File: src/rtl/seq_det_ctrl_pkg.sv
// Shared types and constants for the serial pattern detector front-end.
package seq_det_ctrl_pkg;

  typedef enum logic [1:0] {
    IDLE  = 2'b01,
    SHIFT = 2'b10
  } state_e;

  localparam int                     DEF_PAT_LEN = 4;
  localparam logic [DEF_PAT_LEN-1:0] DEF_PATTERN = 4'b0110;

  // Ceiling log2, never less than 1 so it can size a counter directly.
  function automatic int clog2(input int value);
    int result;
    int v;
    result = 0;
    v      = value - 1;
    while (v > 0) begin
      result = result + 1;
      v      = v >> 1;
    end
    return (result == 0) ? 1 : result;
  endfunction

endpackage

File: src/rtl/seq_pattern_matcher.sv
// Sliding-window serial pattern matcher with a saturating fill counter so that
// no match is reported before PAT_LEN real bits have been seen.
module seq_pattern_matcher
  import seq_det_ctrl_pkg::*;
#(
  parameter int                 PAT_LEN = DEF_PAT_LEN,
  parameter logic [PAT_LEN-1:0] PATTERN = DEF_PATTERN
) (
  input  logic clk,
  input  logic reset,
  input  logic clear_i,
  input  logic bit_i,
  input  logic bit_en_i,
  output logic match_o
);

  localparam int FILL_W = clog2(PAT_LEN + 1);

  logic [PAT_LEN-1:0] window_q, window_d;
  logic [FILL_W-1:0]  fill_q, fill_d;
  logic               match_q, match_d;

  // NOTE: every always_comb output gets a default first so no path infers a latch.
  always_comb begin
    window_d = window_q;
    fill_d   = fill_q;
    match_d  = 1'b0;
    if (clear_i) begin
      window_d = '0;
      fill_d   = '0;
    end else if (bit_en_i) begin
      window_d = {window_q[PAT_LEN-2:0], bit_i};
      fill_d   = (fill_q == FILL_W'(PAT_LEN)) ? fill_q : fill_q + FILL_W'(1);
      match_d  = (window_d == PATTERN) && (fill_d == FILL_W'(PAT_LEN));
    end
  end

  // NOTE: sequential state uses non-blocking assignments only.
  always_ff @(posedge clk or posedge reset) begin
    if (reset) begin
      window_q <= '0;
      fill_q   <= '0;
      match_q  <= 1'b0;
    end else begin
      window_q <= window_d;
      fill_q   <= fill_d;
      match_q  <= match_d;
    end
  end

  assign match_o = match_q;

endmodule

File: src/rtl/seq_det_ctrl.sv
// Word-to-bit serializer feeding a pattern matcher, with a saturating match
// counter and an optional threshold interrupt (enabled by SEQ_DET_CTRL_IRQ_EN).
module seq_det_ctrl
  import seq_det_ctrl_pkg::*;
#(
  parameter int                 WORD_W  = 8,
  parameter int                 CNT_W   = 8,
  parameter int                 PAT_LEN = DEF_PAT_LEN,
  parameter logic [PAT_LEN-1:0] PATTERN = DEF_PATTERN
) (
  input  logic              clk,
  input  logic              reset,
  input  logic              clear,
  input  logic [WORD_W-1:0] in_data,
  input  logic              in_valid,
  output logic              in_ready,
  output logic              busy,
  output logic              match_pulse,
  output logic [CNT_W-1:0]  match_count,
  input  logic [CNT_W-1:0]  thresh,
  output logic              irq,
  input  logic              irq_ack
);

  localparam int BC_W = clog2(WORD_W);

  state_e            state_q, state_d;
  logic [WORD_W-1:0] sreg_q, sreg_d;
  logic [BC_W-1:0]   bit_cnt_q, bit_cnt_d;
  logic [CNT_W-1:0]  count_q, count_d;
  logic              shift_en;
  logic              last_bit;
  logic              match;

  assign last_bit = (bit_cnt_q == BC_W'(WORD_W - 1));

  always_comb begin
    state_d   = state_q;
    sreg_d    = sreg_q;
    bit_cnt_d = bit_cnt_q;
    shift_en  = 1'b0;
    in_ready  = 1'b0;
    if (clear) begin
      state_d   = IDLE;
      sreg_d    = '0;
      bit_cnt_d = '0;
    end else begin
      case (state_q)
        IDLE: begin
          in_ready = 1'b1;
          if (in_valid) begin
            sreg_d    = in_data;
            bit_cnt_d = '0;
            state_d   = SHIFT;
          end
        end
        SHIFT: begin
          shift_en  = 1'b1;
          sreg_d    = sreg_q << 1;
          bit_cnt_d = bit_cnt_q + BC_W'(1);
          if (last_bit) begin
            // Accepting on the last bit keeps back-to-back words gap-free.
            in_ready  = 1'b1;
            bit_cnt_d = '0;
            if (in_valid) begin
              sreg_d = in_data;
            end else begin
              state_d = IDLE;
            end
          end
        end
        default: begin
          state_d   = IDLE;
          sreg_d    = '0;
          bit_cnt_d = '0;
        end
      endcase
    end
  end

  always_ff @(posedge clk or posedge reset) begin
    if (reset) begin
      state_q   <= IDLE;
      sreg_q    <= '0;
      bit_cnt_q <= '0;
    end else begin
      state_q   <= state_d;
      sreg_q    <= sreg_d;
      bit_cnt_q <= bit_cnt_d;
    end
  end

  seq_pattern_matcher #(
    .PAT_LEN (PAT_LEN),
    .PATTERN (PATTERN)
  ) u_matcher (
    .clk      (clk),
    .reset    (reset),
    .clear_i  (clear),
    .bit_i    (sreg_q[WORD_W-1]),
    .bit_en_i (shift_en),
    .match_o  (match)
  );

  always_comb begin
    count_d = count_q;
    if (clear) begin
      count_d = '0;
    end else if (match && (count_q != '1)) begin
      count_d = count_q + CNT_W'(1);
    end
  end

  always_ff @(posedge clk or posedge reset) begin
    if (reset) begin
      count_q <= '0;
    end else begin
      count_q <= count_d;
    end
  end

  assign busy        = (state_q == SHIFT);
  assign match_pulse = match;
  assign match_count = count_q;

`ifdef SEQ_DET_CTRL_IRQ_EN
  logic irq_q, irq_d;
  logic bump_q;

  // bump_q marks that the count changed on the previous edge, so irq only
  // fires on a transition into the threshold, not while sitting on it.
  always_comb begin
    irq_d = irq_q;
    if (clear) begin
      irq_d = 1'b0;
    end else if (bump_q && (count_q == thresh) && (thresh != '0)) begin
      irq_d = 1'b1;
    end else if (irq_ack) begin
      irq_d = 1'b0;
    end
  end

  always_ff @(posedge clk or posedge reset) begin
    if (reset) begin
      irq_q  <= 1'b0;
      bump_q <= 1'b0;
    end else begin
      irq_q  <= irq_d;
      bump_q <= !clear && (count_d != count_q);
    end
  end

  assign irq = irq_q;
`else
  logic unused_irq_inputs;
  assign unused_irq_inputs = ^{thresh, irq_ack};
  assign irq               = 1'b0;
`endif

endmodule

File: config.mk
export PLATFORM = sky130hd
export DESIGN_NAME = seq_det_ctrl
export DESIGN_NICKNAME = d
export VERILOG_FILES = /design/src/rtl/seq_det_ctrl_pkg.sv /design/src/rtl/seq_pattern_matcher.sv /design/src/rtl/seq_det_ctrl.sv
export SDC_FILE = /design/constraint.sdc
export NUM_CORES = 1
export LEC_CHECK = 0
export BUFFER_PORTS_ARGS = -buffer_cell sky130_fd_sc_hd__clkbuf_2
export CAP_MARGIN = 20
export CORE_ASPECT_RATIO = 1.5
export CORE_MARGIN = 10
export CORE_UTILIZATION = 45
export CTS_BUF_LIST = sky130_fd_sc_hd__clkbuf_2
export CTS_CLUSTER_DIAMETER = 150
export CTS_CLUSTER_SIZE = 25
export DETAILED_ROUTE_END_ITERATION = 8
export PLACE_DENSITY = 0.69
export RECOVER_POWER = 50
export SYNTH_ARGS = -nofsm -noshare
export SYNTH_HDL_FRONTEND = slang
export SYNTH_SLANG_ARGS = --single-unit
File: constraint.sdc
create_clock -name clk -period 1.6 [get_ports clk]
set_input_delay 0.48 -clock clk [delete_from_list [all_inputs] [get_ports clk]]
set_output_delay 0.48 -clock clk [all_outputs]
set_load 0.02 [all_outputs]
After elaboration in Yosys (flattened, before gate mapping)

Cells that the tools add are included.

Input port bits: 21
Logic and storage cells: 53
Register bits after elaboration: 28

Equality and inequality tests: 10
Multiplexer cells: 28
Reduce and logical (&&, ||, !) cells: 5
$add $sub $neg: 3

Operators with widths:

| kind                                                                    | number |
|---|---|
| 8-bit 2-to-1 mux                                                        | 6 |
| 3-bit 2-to-1 mux                                                        | 8 |
| 8-bit case mux with 2 select lines                                      | 1 |
| 3-bit equality test, second input constant                              | 3 |
| 8-bit by 1-bit adder with 8-bit output, second input constant           | 1 |
| 2-bit 2-to-1 mux                                                        | 4 |
| 8-bit inequality test, second input constant                            | 1 |
| 3-bit by 1-bit adder with 3-bit output, second input constant           | 2 |
| 1-bit 2-to-1 mux                                                        | 6 |
| 3-bit inequality test, second input constant                            | 2 |
| 3-bit case mux with 2 select lines                                      | 1 |
| 4-bit by 3-bit equality test with 1-bit output, second input constant   | 1 |
| 2-bit case mux with 2 select lines                                      | 1 |
| 2-bit nonzero test                                                      | 2 |
| 3-bit by 2-bit inequality test with 1-bit output, second input constant | 1 |
| 3-bit AND reduction                                                     | 1 |
| 2-bit by 1-bit equality test with 1-bit output, second input constant   | 1 |
| 2-bit equality test, second input constant                              | 1 |
| 1-bit logical AND                                                       | 2 |
| 1-bit case mux with 2 select lines                                      | 1 |

Logic depth before layout (Yosys ltp)

Depth after elaboration: 6
Mapped depth: 6
Depth with buffers taken out: 5

Cells and area by module

From an unflattened synthesis, not the netlist that was laid out.

Cell total of the unflattened synthesis: 140
Area, all modules: 1,527.7 um2

By module, submodules not included:

| module              | sequential area each (um2) | area each (um2) | cells an instance | instances |
|---|---|---|---|---|
| seq_det_ctrl        | 526.8                      | 1,158.6         | 106               | 1 |
| seq_pattern_matcher | 175.2                      | 369.1           | 34                | 1 |

Least setup slack after synthesis

No wires, ideal clock.

Path type: register to output
Start point: register state_q[0]
End point: output port in_ready
Setup slack: -319 ps
Required time: 1,120 ps
Arrival time: 1,439 ps
Cell stages (with the launch flop): 4
Cell sequence: dfstp_2 inv_1 ha_1 nor3_1

Longest elaborated chain between the ends: 3
Elaborated cells on any way between the ends: 4
Classes of those cells: 2 x eq/ne; 2 x mux

RTL lines:

| element                                                                                      | line               | text |
|---|---|---|
| start: declaration                                                                           | seq_det_ctrl.sv:27 | `state_e state_q, state_d;` |
| start signal: assignment                                                                     | seq_det_ctrl.sv:87 | `state_q <= state_d;` |
| 2-bit equality test / 2-bit by 1-bit equality test with 1-bit output (equally long branches) | seq_det_ctrl.sv:48 | `case (state_q)` |
| 1-bit case mux with 2 select lines *                                                         | seq_det_ctrl.sv:48 |  |
| 1-bit 2-to-1 mux *                                                                           | seq_det_ctrl.sv:43 | `if (clear) begin` |
| end: declaration                                                                             | seq_det_ctrl.sv:16 | `output logic in_ready,` |

Every way passes the cells marked *; elsewhere a longest branch is shown, timed or not.

Worst setup path after layout

Ends and elaborated chain as after synthesis.

==> out/results.txt <==
CTS H-tree depth: 1
layout cells sized above 1: 0.400
Synth cell types: 43
Netlist Area Pre-Place: 0.00150 mm^2
Rows: 25
Seq/Total Area, Yosys: 0.469
Post-synth EDFFs: 0
worst hold path type: in -> reg
switching pwr: 363 uW
Post-DP HPWL: 2660 um
clk_skew: 2.46 ps
clk_lat worst skew: 370 ps
Primary FF master, synth: dfrtp_1
maximum clock frequency: 480 MHz
PD cells: 726 mW/mm^2
Post-Syn Instances: 136
failing checks: negative setup slack
clock root buffer: clkbuf_2
RSZ-0062 raised after global routing: true
largest net degree at the start of global routing: 17
Layout Area Growth over Synthesis: 32.2%
sequential share of power: 0.521
final setup violation count: 12
# placed instances: 208
vias in the first global route: 1398
ANT nets after route: 0
endpoints failing hold: 0
kind of critical path: reg -> out
asr flop ratio synth: 1.00
Design Area, Final: 0.00198 mm^2
CTS buffer count: 3
first-pass GRT wire length: 6180 um
Ports: 33
Worst setup EP type: output port
Peak VDD IR: 482 uV
met2 usage in global routing: 0.217
status: finished, violations left
clock share of power: 0.302
logic gate share of total power: 0.177
Final #Nets: 209
CTS tree: done
Final Critical Period: 2080 ps
MaxCap Viol Count: 0
initial antenna violation count: 0
most frequent cells in the layout: 22 x dfrtp_1, 22 x clkbuf_2, 16 x buf_4, 10 x nor2_1
Final Cycle Share: 1.30
Die Span Y: 90.7 um
Placer Congestion: 0.797
Switching Share: 0.252
Iter 0 DRT Violations: 36
via count: 1253
LEAKAGE: 0.000894 uW
startpoint types: flop
Synth Net Count: 164
Place WS: -240 ps
GRT Util Overall: 0.123
initial core utilization: 0.469
Die Area: 0.00608 mm^2
total clock sinks: 28
Clock Tree Buf Depth: 2
grt met3 use: 0.0311
Pint: 1080 uW
Warnings, synthesis: 0
critical path fanouts, max: 3
drt drc: 0
hold slack: 315 ps
core area: 0.00319 mm^2
n_diodes: 0
met1 Resource Use GR: 0.135
total gr overflow: 0
# port buffers: 22
Via density: 5.70
mean area per synthesized cell: 11.0 um^2
CTS clk-pin slew, worst paths: 270 ps
Slew Limit Fails: 0
Final Non-Filler Cells: 220
final wirelength: 3480 um
Setup WS post-layout: -483 ps
Top Usage Layer GRT: met2
router iterations before antenna repair: 4
Data arrival, critical path: 1600 ps
DIE WIDTH: 67.1 um
placed instance area: 0.00178 mm^2
wire per inst: 15.8 um
Yosys reg bits: 28
Critical Path RT: 1120 ps
[worst max-delay path, stage by stage, from the launching register on]
cell	delay [ps]
dfstp_2	650
inv_2	60
ha_4	250
nor3_4	110
clkbuf_8	170
[per-layer routing]
layer	up-vias	share of wire
met4	0	0.015
li1	588	-
met3	6	0.062
met2	33	0.54
met1	626	0.39
met5	-	0
[registers in the layout, indices dropped and copies added (netlist names)]
name,count
sreg_q,8
u_matcher.match_o,1
u_matcher.window_q,3
match_count,8
bit_cnt_q,3
u_matcher.fill_q,3
state_q,2
[synthesized netlist by cell type, types with 2 or more instances]
cell	count	area, um^2
nand2b_1	4	25.0
ha_1	7	87.6
a22o_1	2	17.5
nor2_1	10	37.5
nand4_1	2	12.5
nor3_1	5	25.0
nor2b_1	2	12.5
mux2i_1	5	50.1
a211oi_1	5	37.5
nor4_1	3	18.8
buf_4	2	15.0
inv_1	8	30.0
buf_2	2	10.0
mux2_2	3	33.8
a21oi_1	5	25.0
and2_0	4	25.0
nand3_1	2	10.0
a221o_1	7	70.1
xnor2_1	2	17.5
and2_1	3	18.8
nand2_1	4	15.0
dfrtp_1	27	676
and4_1	2	17.5
[per-stage QoR]
stage                     power, uW  TNS, ps  utilization
after CTS                      1440    -2700        0.613
after floorplan                 909    -71.0            -
after global routing           1500    -3210        0.620
after detailed placement        979    -1740        0.559
final                          1440    -2460        0.620
after global placement          969    -1340        0.559
[final timing paths]
kind                                  from                  end  slack (ps)  depth (start not counted)
min in group asynchronous            reset       match_count[4]         540                          3
max in group asynchronous            reset  u_matcher.fill_q[0]         330                          4
worst max register to register  state_q[0]            sreg_q[7]        -210                          7
worst max-delay path            state_q[0]             in_ready        -480                          4
worst min register to register   sreg_q[2]            sreg_q[3]         550                          1
worst min-delay path            in_data[5]            sreg_q[5]         320                          2
[area by class of cell]
| type | instances | area [um^2] |
|---|---|---|
| Tap cell | 40 | 50.0 |
| Fill cell | 277 | 1210 |
| Timing Repair Buffer | 45 | 332 |
| Clock inverter | 1 | 30.0 |
| Sequential cell | 28 | 708 |
| Inverter | 8 | 30.0 |
| Multi-Input combinational cell | 95 | 815 |
| Clock buffer | 3 | 15.0 |
[power groups by stage]
stage	combinational (uW)	clock [uW]	sequential, uW
after detailed placement	220	0	759
final	254	434	749
after floorplan	154	0	756
after CTS	248	440	749
after global placement	212	0	757
after global routing	278	468	753
[cell families (layout without fill, tap and decap cells)]
| logic type | count (synthesis) | in the layout | synth area share |
|---|---|---|---|
| other | 1 | 1 | 0.00250 |
| buffers and inverters | 13 | 57 | 0.0393 |
| xor gates and xnor gates | 2 | 2 | 0.0117 |
| AOI/OAI and AO/OA | 29 | 29 | 0.166 |
| adders and majority gates | 7 | 7 | 0.0585 |
| DFF | 28 | 28 | 0.469 |
| and+or+nand+nor | 48 | 48 | 0.197 |
| muxes | 8 | 8 | 0.0560 |
[timing repair]
| action | CTS | global route |
|---|---|---|
| resized for setup | 18 | 7 |
| hold buffers | 1 | 0 |
| pin swaps | 4 | 3 |
| endpoints found under the setup margin | 16 | 21 |
| setup buffers | 5 | 2 |
| hold endpoints to repair | 6 | 0 |
Power figures use the tool's default switching activity.
